File: config.mk
export PLATFORM = sky130hd
export DESIGN_NAME = bist_march_engine
export DESIGN_NICKNAME = d
export VERILOG_FILES = /design/src/rtl/bist_march_engine.sv
export SDC_FILE = /design/constraint.sdc
export NUM_CORES = 1
export LEC_CHECK = 0
export ABC_AREA = 1
export CAP_MARGIN = 10
export CORE_UTILIZATION = 43
export CTS_CLUSTER_DIAMETER = 100
export DETAILED_ROUTE_END_ITERATION = 16
export DONT_BUFFER_PORTS = 1
export GPL_ROUTABILITY_DRIVEN = 0
export PLACE_DENSITY_LB_ADDON = 0.05
export SLEW_MARGIN = 20
export SYNTH_ARGS = -nofsm -noshare
export SYNTH_HDL_FRONTEND = slang
export SYNTH_SLANG_ARGS = --single-unit
File: constraint.sdc
create_clock -name clk -period 4.4 [get_ports clk]
set_input_delay 0.44 -clock clk [delete_from_list [all_inputs] [get_ports clk]]
set_output_delay 0.44 -clock clk [all_outputs]
set_load 0.02 [all_outputs]
File: src/rtl/bist_march_engine.sv
// bist_march_engine: March C- RAM test sequencer. RAM port outputs are
// registered; each read feeds a two-stage compare pipeline that records the
// first failing address and element.
//
//  state | meaning
//  IDLE  | waiting for a 0->1 edge on mode
//  RUN   | issuing March ops, one per en tick
//  CHECK | last read issued; waiting for its compare to land
//  DONE  | result valid; back to IDLE on mode=0, restart on a new edge
module bist_march_engine #(
    parameter int ADDR_W = 4,
    parameter int DATA_W = 8
) (
    input  logic              clk,
    input  logic              rst_n,
    input  logic              en,
    input  logic              mode,
    output logic [ADDR_W-1:0] ram_addr,
    output logic [DATA_W-1:0] ram_wdata,
    output logic              ram_we,
    output logic              ram_re,
    input  logic [DATA_W-1:0] ram_rdata,
    output logic              busy,
    output logic              done,
    output logic              fail,
    output logic [ADDR_W-1:0] fail_addr,
    output logic [2:0]        fail_elem
);
    typedef enum logic [1:0] {IDLE, RUN, CHECK, DONE} state_t;

    localparam logic [ADDR_W-1:0] ADDR_MAX = '1;
    localparam logic [ADDR_W-1:0] ADDR_ONE = 1;

    state_t            state_q, state_d;
    logic [2:0]        elem_q, elem_d;
    logic [ADDR_W-1:0] addr_q, addr_d;
    logic              phase_q, phase_d;
    logic              mode_q;
    logic              chk_wait_q;

    logic [ADDR_W-1:0] ram_addr_q;
    logic [DATA_W-1:0] ram_wdata_q;
    logic              ram_we_q, ram_re_q;
    logic              exp1_bit_q, exp2_bit_q;
    logic [ADDR_W-1:0] exp1_addr_q, exp2_addr_q;
    logic [2:0]        exp1_elem_q, exp2_elem_q;
    logic              cmp_v_q;
    logic              done_q, fail_q;
    logic [ADDR_W-1:0] fail_addr_q;
    logic [2:0]        fail_elem_q;

    logic start, op_read, two_op, down, rd_bit, wr_bit, elem_last, step;

    // Decode the current March element into op type, direction and data.
    always_comb begin
        start     = mode & ~mode_q & ((state_q == IDLE) | (state_q == DONE));
        op_read   = (elem_q != 3'd0) & ~phase_q;
        two_op    = (elem_q >= 3'd1) & (elem_q <= 3'd4);
        down      = (elem_q == 3'd3) | (elem_q == 3'd4);
        rd_bit    = (elem_q == 3'd2) | (elem_q == 3'd4);
        wr_bit    = (elem_q == 3'd1) | (elem_q == 3'd3);
        elem_last = down ? (addr_q == '0) : (addr_q == ADDR_MAX);
        step      = ~two_op | phase_q;
    end

    // Next-state logic: sequence phase, address and element.
    always_comb begin
        state_d = state_q;
        elem_d  = elem_q;
        addr_d  = addr_q;
        phase_d = phase_q;
        case (state_q)
            IDLE, DONE: begin
                if (start) begin
                    state_d = RUN;
                    elem_d  = '0;
                    addr_d  = '0;
                    phase_d = 1'b0;
                end else if ((state_q == DONE) && !mode) begin
                    state_d = IDLE;
                end
            end
            RUN: begin
                if (en) begin
                    if (!step) begin
                        phase_d = 1'b1;
                    end else begin
                        phase_d = 1'b0;
                        if (!elem_last) begin
                            addr_d = down ? (addr_q - ADDR_ONE) : (addr_q + ADDR_ONE);
                        end else if (elem_q == 3'd5) begin
                            state_d = CHECK;
                        end else begin
                            elem_d = elem_q + 3'd1;
                            // E3 and E4 descend; everything else ascends.
                            addr_d = ((elem_q == 3'd2) || (elem_q == 3'd3)) ? ADDR_MAX : '0;
                        end
                    end
                end
            end
            CHECK: begin
                if (chk_wait_q) state_d = DONE;
            end
            default: state_d = IDLE;
        endcase
    end

    // Control registers and mode edge detector.
    always_ff @(posedge clk or negedge rst_n) begin
        if (!rst_n) begin
            state_q    <= IDLE;
            elem_q     <= '0;
            addr_q     <= '0;
            phase_q    <= 1'b0;
            mode_q     <= 1'b0;
            chk_wait_q <= 1'b0;
        end else begin
            state_q    <= state_d;
            elem_q     <= elem_d;
            addr_q     <= addr_d;
            phase_q    <= phase_d;
            mode_q     <= mode;
            chk_wait_q <= (state_q == CHECK) & ~chk_wait_q;
        end
    end

    // RAM port, compare pipeline and result capture.
    always_ff @(posedge clk or negedge rst_n) begin
        if (!rst_n) begin
            ram_addr_q  <= '0;
            ram_wdata_q <= '0;
            ram_we_q    <= 1'b0;
            ram_re_q    <= 1'b0;
            exp1_bit_q  <= 1'b0;
            exp1_addr_q <= '0;
            exp1_elem_q <= '0;
            exp2_bit_q  <= 1'b0;
            exp2_addr_q <= '0;
            exp2_elem_q <= '0;
            cmp_v_q     <= 1'b0;
            done_q      <= 1'b0;
            fail_q      <= 1'b0;
            fail_addr_q <= '0;
            fail_elem_q <= '0;
        end else begin
            ram_we_q    <= 1'b0;
            ram_re_q    <= 1'b0;
            // Read data arrives the clk after the strobe, so expectations
            // move one stage along to line up with it.
            cmp_v_q     <= ram_re_q;
            exp2_bit_q  <= exp1_bit_q;
            exp2_addr_q <= exp1_addr_q;
            exp2_elem_q <= exp1_elem_q;
            if ((state_q == RUN) && en) begin
                ram_addr_q  <= addr_q;
                ram_wdata_q <= op_read ? '0 : {DATA_W{wr_bit}};
                ram_we_q    <= ~op_read;
                ram_re_q    <= op_read;
                if (op_read) begin
                    exp1_bit_q  <= rd_bit;
                    exp1_addr_q <= addr_q;
                    exp1_elem_q <= elem_q;
                end
            end
            if (start) begin
                done_q      <= 1'b0;
                fail_q      <= 1'b0;
                fail_addr_q <= '0;
                fail_elem_q <= '0;
                cmp_v_q     <= 1'b0;
            end else begin
                if ((state_q == CHECK) && chk_wait_q) done_q <= 1'b1;
                if (cmp_v_q && (ram_rdata != {DATA_W{exp2_bit_q}}) && !fail_q) begin
                    fail_q      <= 1'b1;
                    fail_addr_q <= exp2_addr_q;
                    fail_elem_q <= exp2_elem_q;
                end
            end
        end
    end

    assign ram_addr  = ram_addr_q;
    assign ram_wdata = ram_wdata_q;
    assign ram_we    = ram_we_q;
    assign ram_re    = ram_re_q;
    assign busy      = (state_q == RUN) | (state_q == CHECK);
    assign done      = done_q;
    assign fail      = fail_q;
    assign fail_addr = fail_addr_q;
    assign fail_elem = fail_elem_q;
endmodule

==> impl_metrics.py <==
metrics = {
    "timing": {
        "hold_viol": 0,
        "timing.fmax_mhz": 491,
        "min_period_ns": 2.04,
        "final_max_slew_viol_count": 0,
        "clock_skew_ns": 0.00572,
        "slew_headroom_pct": 56.2,
        "rsz0062_at_grt": "no",
        "fin_crit_sh_pct": 46.3,
        "tightest_slew_ns": 0.655,
        "finalSetupTns_ns": 0,
        "setup_viol": 0,
        "worst_slack_ns": 2.36,
    },
    "logic_synthesis": {
        "synth.top_cell.area_share_pct": 49.6,
        "ys_async_sr_fraction_pct": 100,
        "syn-cell-area_sq_mm": 0.00227,
        "yosysTopAreaCell": "dfrtp_1",
        "ys_types": 27,
        "synth_edf_count": 0,
        "yosys.cell_count.top_type": "nand2_1",
        "synth_warnings": 0,
        "avgSynthCellArea_sq_um": 8.26,
        "syn-num-nets": 298,
        "ys.flop_type": "dfrtp_1",
        "ys_top_cells_by_area": "dfrtp_1 50%, nand2_1 15%, inv_1 6.0%",
        "yosys_register_bits": 45,
        "synth_cells": 275,
        "synth_commonest_cells": "90 x nand2_1, 45 x dfrtp_1, 36 x inv_1",
        "yosysSeqAreaShare_pct": 49.6,
    },
    "route": {
        "via_per_inst": 4.48,
        "ant_nets": 0,
        "drt-initial-drc-count": 57,
        "wl_per_cell_um": 11.1,
        "firstDrtPassIters": 4,
        "route.detailed.drc": 0,
        "wl_um": 3840,
        "vias": 1547,
    },
    "worst_setup_path": {
        "setup.worst_path.start_class": "flip-flop",
        "end_kind": "flip-flop",
        "arrival_ns": 2.23,
        "cp_max_fo": 5,
        "required_ns": 4.59,
        "reg2reg_slack_ns": 2.36,
        "timing_worst_setup_path_type": "reg -> reg",
    },
    "placed_design": {
        "io_buffers": 0,
        "place_ws_ns": 2.37,
        "dpl_cell_area_sq_mm": 0.00229,
        "hpwl_um": 2800,
    },
    "floorplanning": {
        "pin_count": 36,
        "dieArea_sq_mm": 0.00558,
        "fp.dieH_um": 74.7,
        "die_w_um": 74.7,
        "coreArea_sq_mm": 0.00511,
        "row_count": 26,
        "start_util_pct": 44.5,
    },
    "clocking": {
        "clock_sinks": 45,
        "clk_latency_ns": 0.29,
        "cts_buffer_depth": 2,
        "ctsHtreeMaxLevel": 2,
        "tritoncts": "built",
        "cts-root-buf": "clkbuf_8",
        "numCtsBuffers": 5,
        "cts.clk_slew.worst_paths_ns": 0.08,
    },
    "final_layout": {
        "antenna_cells": 0,
        "finalNetCount": 298,
        "final_util_pct": 47.7,
        "ff_latch_area_sq_mm": 0.00113,
        "multi_input_area_sq_um": 923,
        "final_area_sq_mm": 0.00244,
        "drive_above_1_share_pct": 10.2,
        "fillers": 501,
        "area_delta_synth_final_pct": 7.27,
    },
    "pwr": {
        "p_clk_share_pct": 24.6,
        "p_per_area_mw_per_mm2": 498,
        "seqPwrFrac_pct": 45.3,
        "comb_power_share_pct": 30.1,
        "ir_drop_mv": 0.215,
        "swShare_pct": 37.9,
        "power.leakage_nw": 1.34,
        "p_int_uw": 752,
        "switching_power_uw": 460,
    },
    "job": {
        "cap_violations": 0,
    },
    "global_route": {
        "grt_pass1_wl_um": 6490,
        "grt_overflow": 0,
        "grt_max_degree": 46,
        "first_global_vias": 1477,
        "grt.total_usage_pct": 15.7,
        "antenna_found_initial": 0,
    },
    "status": {
        "status": "finished, final reports clean",
    },
    "hold_path": {
        "hold_path_class": "in -> reg",
    },
}
-- critical path: stages, from the launching register on --
cell and delay, ns:
dfrtp_1 0.44, inv_1 0.14, ha_1 0.28, nand2_1 0.13, nand2_1 0.11, ha_1 0.34
nand3_1 0.09, nand3_1 0.10, inv_1 0.05, nand2_1 0.06, nand3_1 0.07, nand3_1 0.09
nand2_1 0.05
-- sequential cells by signal (all words and copies together) (netlist names), 2 cells and up --
register,cells
addr_q,4
exp1_addr_q,4
exp2_addr_q,4
fail_addr,4
ram_addr,4
elem_q,3
exp1_elem_q,3
exp2_elem_q,3
fail_elem,3
state_q,2
-- area by class of cell --
type	instances	area share, %
sequential	45	46.2
multi-input combinational	180	37.9
inverter	40	6.16
tap	70	3.60
clock buffer	5	2.82
timing repair buffer	3	1.85
clock inverter	2	1.44
-- cell families after synthesis --
group	after synthesis	share of synthesized area, %
flip-flops	45	49.6
XOR/XNOR	1	0.386
adder cells (fa/ha/maj)	11	6.39
buffers and inverters	50	9.75
AND/OR/NAND/NOR	146	27.5
AO/OA/AOI/OAI	22	6.39
-- layer usage --
metal	part of all wire (%)	track usage, %	routed length [um]
met3	3.2	4.15	122
met5	0	0	0
met4	1.2	5.66	48
met1	48	18.5	1830
met2	48	27.6	1840
-- timing repair --
item                                   CTS  global route
buffers inserted                         0             0
gates resized for setup                  0             0
hold buffers                             2             0
endpoints found under the hold margin   45             0
-- power by group through the flow --
stage	logic, mW	registers [mW]	clock network [mW]
floorplan	0.311	0.553	0
global placement	0.358	0.556	0
detailed placement	0.357	0.558	0
CTS	0.370	0.549	0.311
global route	0.424	0.559	0.330
finish	0.365	0.549	0.298
-- layout by cell type (no fill, tap or decap), drive strengths merged, types with 2 or more instances in the layout --
cell type	n
a21oi	4
buf	2
clkbuf	5
dfrtp	45
ha	10
inv	40
nand2	93
nand3	24
nand4	4
nor2	21
nor3	2
o21ai	16
-- path summary, 6_finish.rpt --
kind	from	end	cells after the start
min in group asynchronous	rst_n	fail	2
max	elem_q[0]	addr_q[3]	12
max reg2reg	elem_q[0]	addr_q[3]	12
min	mode	mode_q	0
min reg2reg	exp1_addr_q[0]	exp2_addr_q[0]	0
max in group asynchronous	rst_n	ram_addr[2]	2
-- stage by stage --
step | hold WS, ns | power, mW | instances
2_1_floorplan | 0.144 | 0.865 | 275
3_3_place_gp | 0.145 | 0.915 | 336
3_5_place_dp | 0.145 | 0.914 | 336
4_1_cts | 0.161 | 1.23 | 345
5_1_grt | 0.142 | 1.31 | 345
6_report | 0.171 | 1.21 | 345
(Power assumes the default switching activity.)
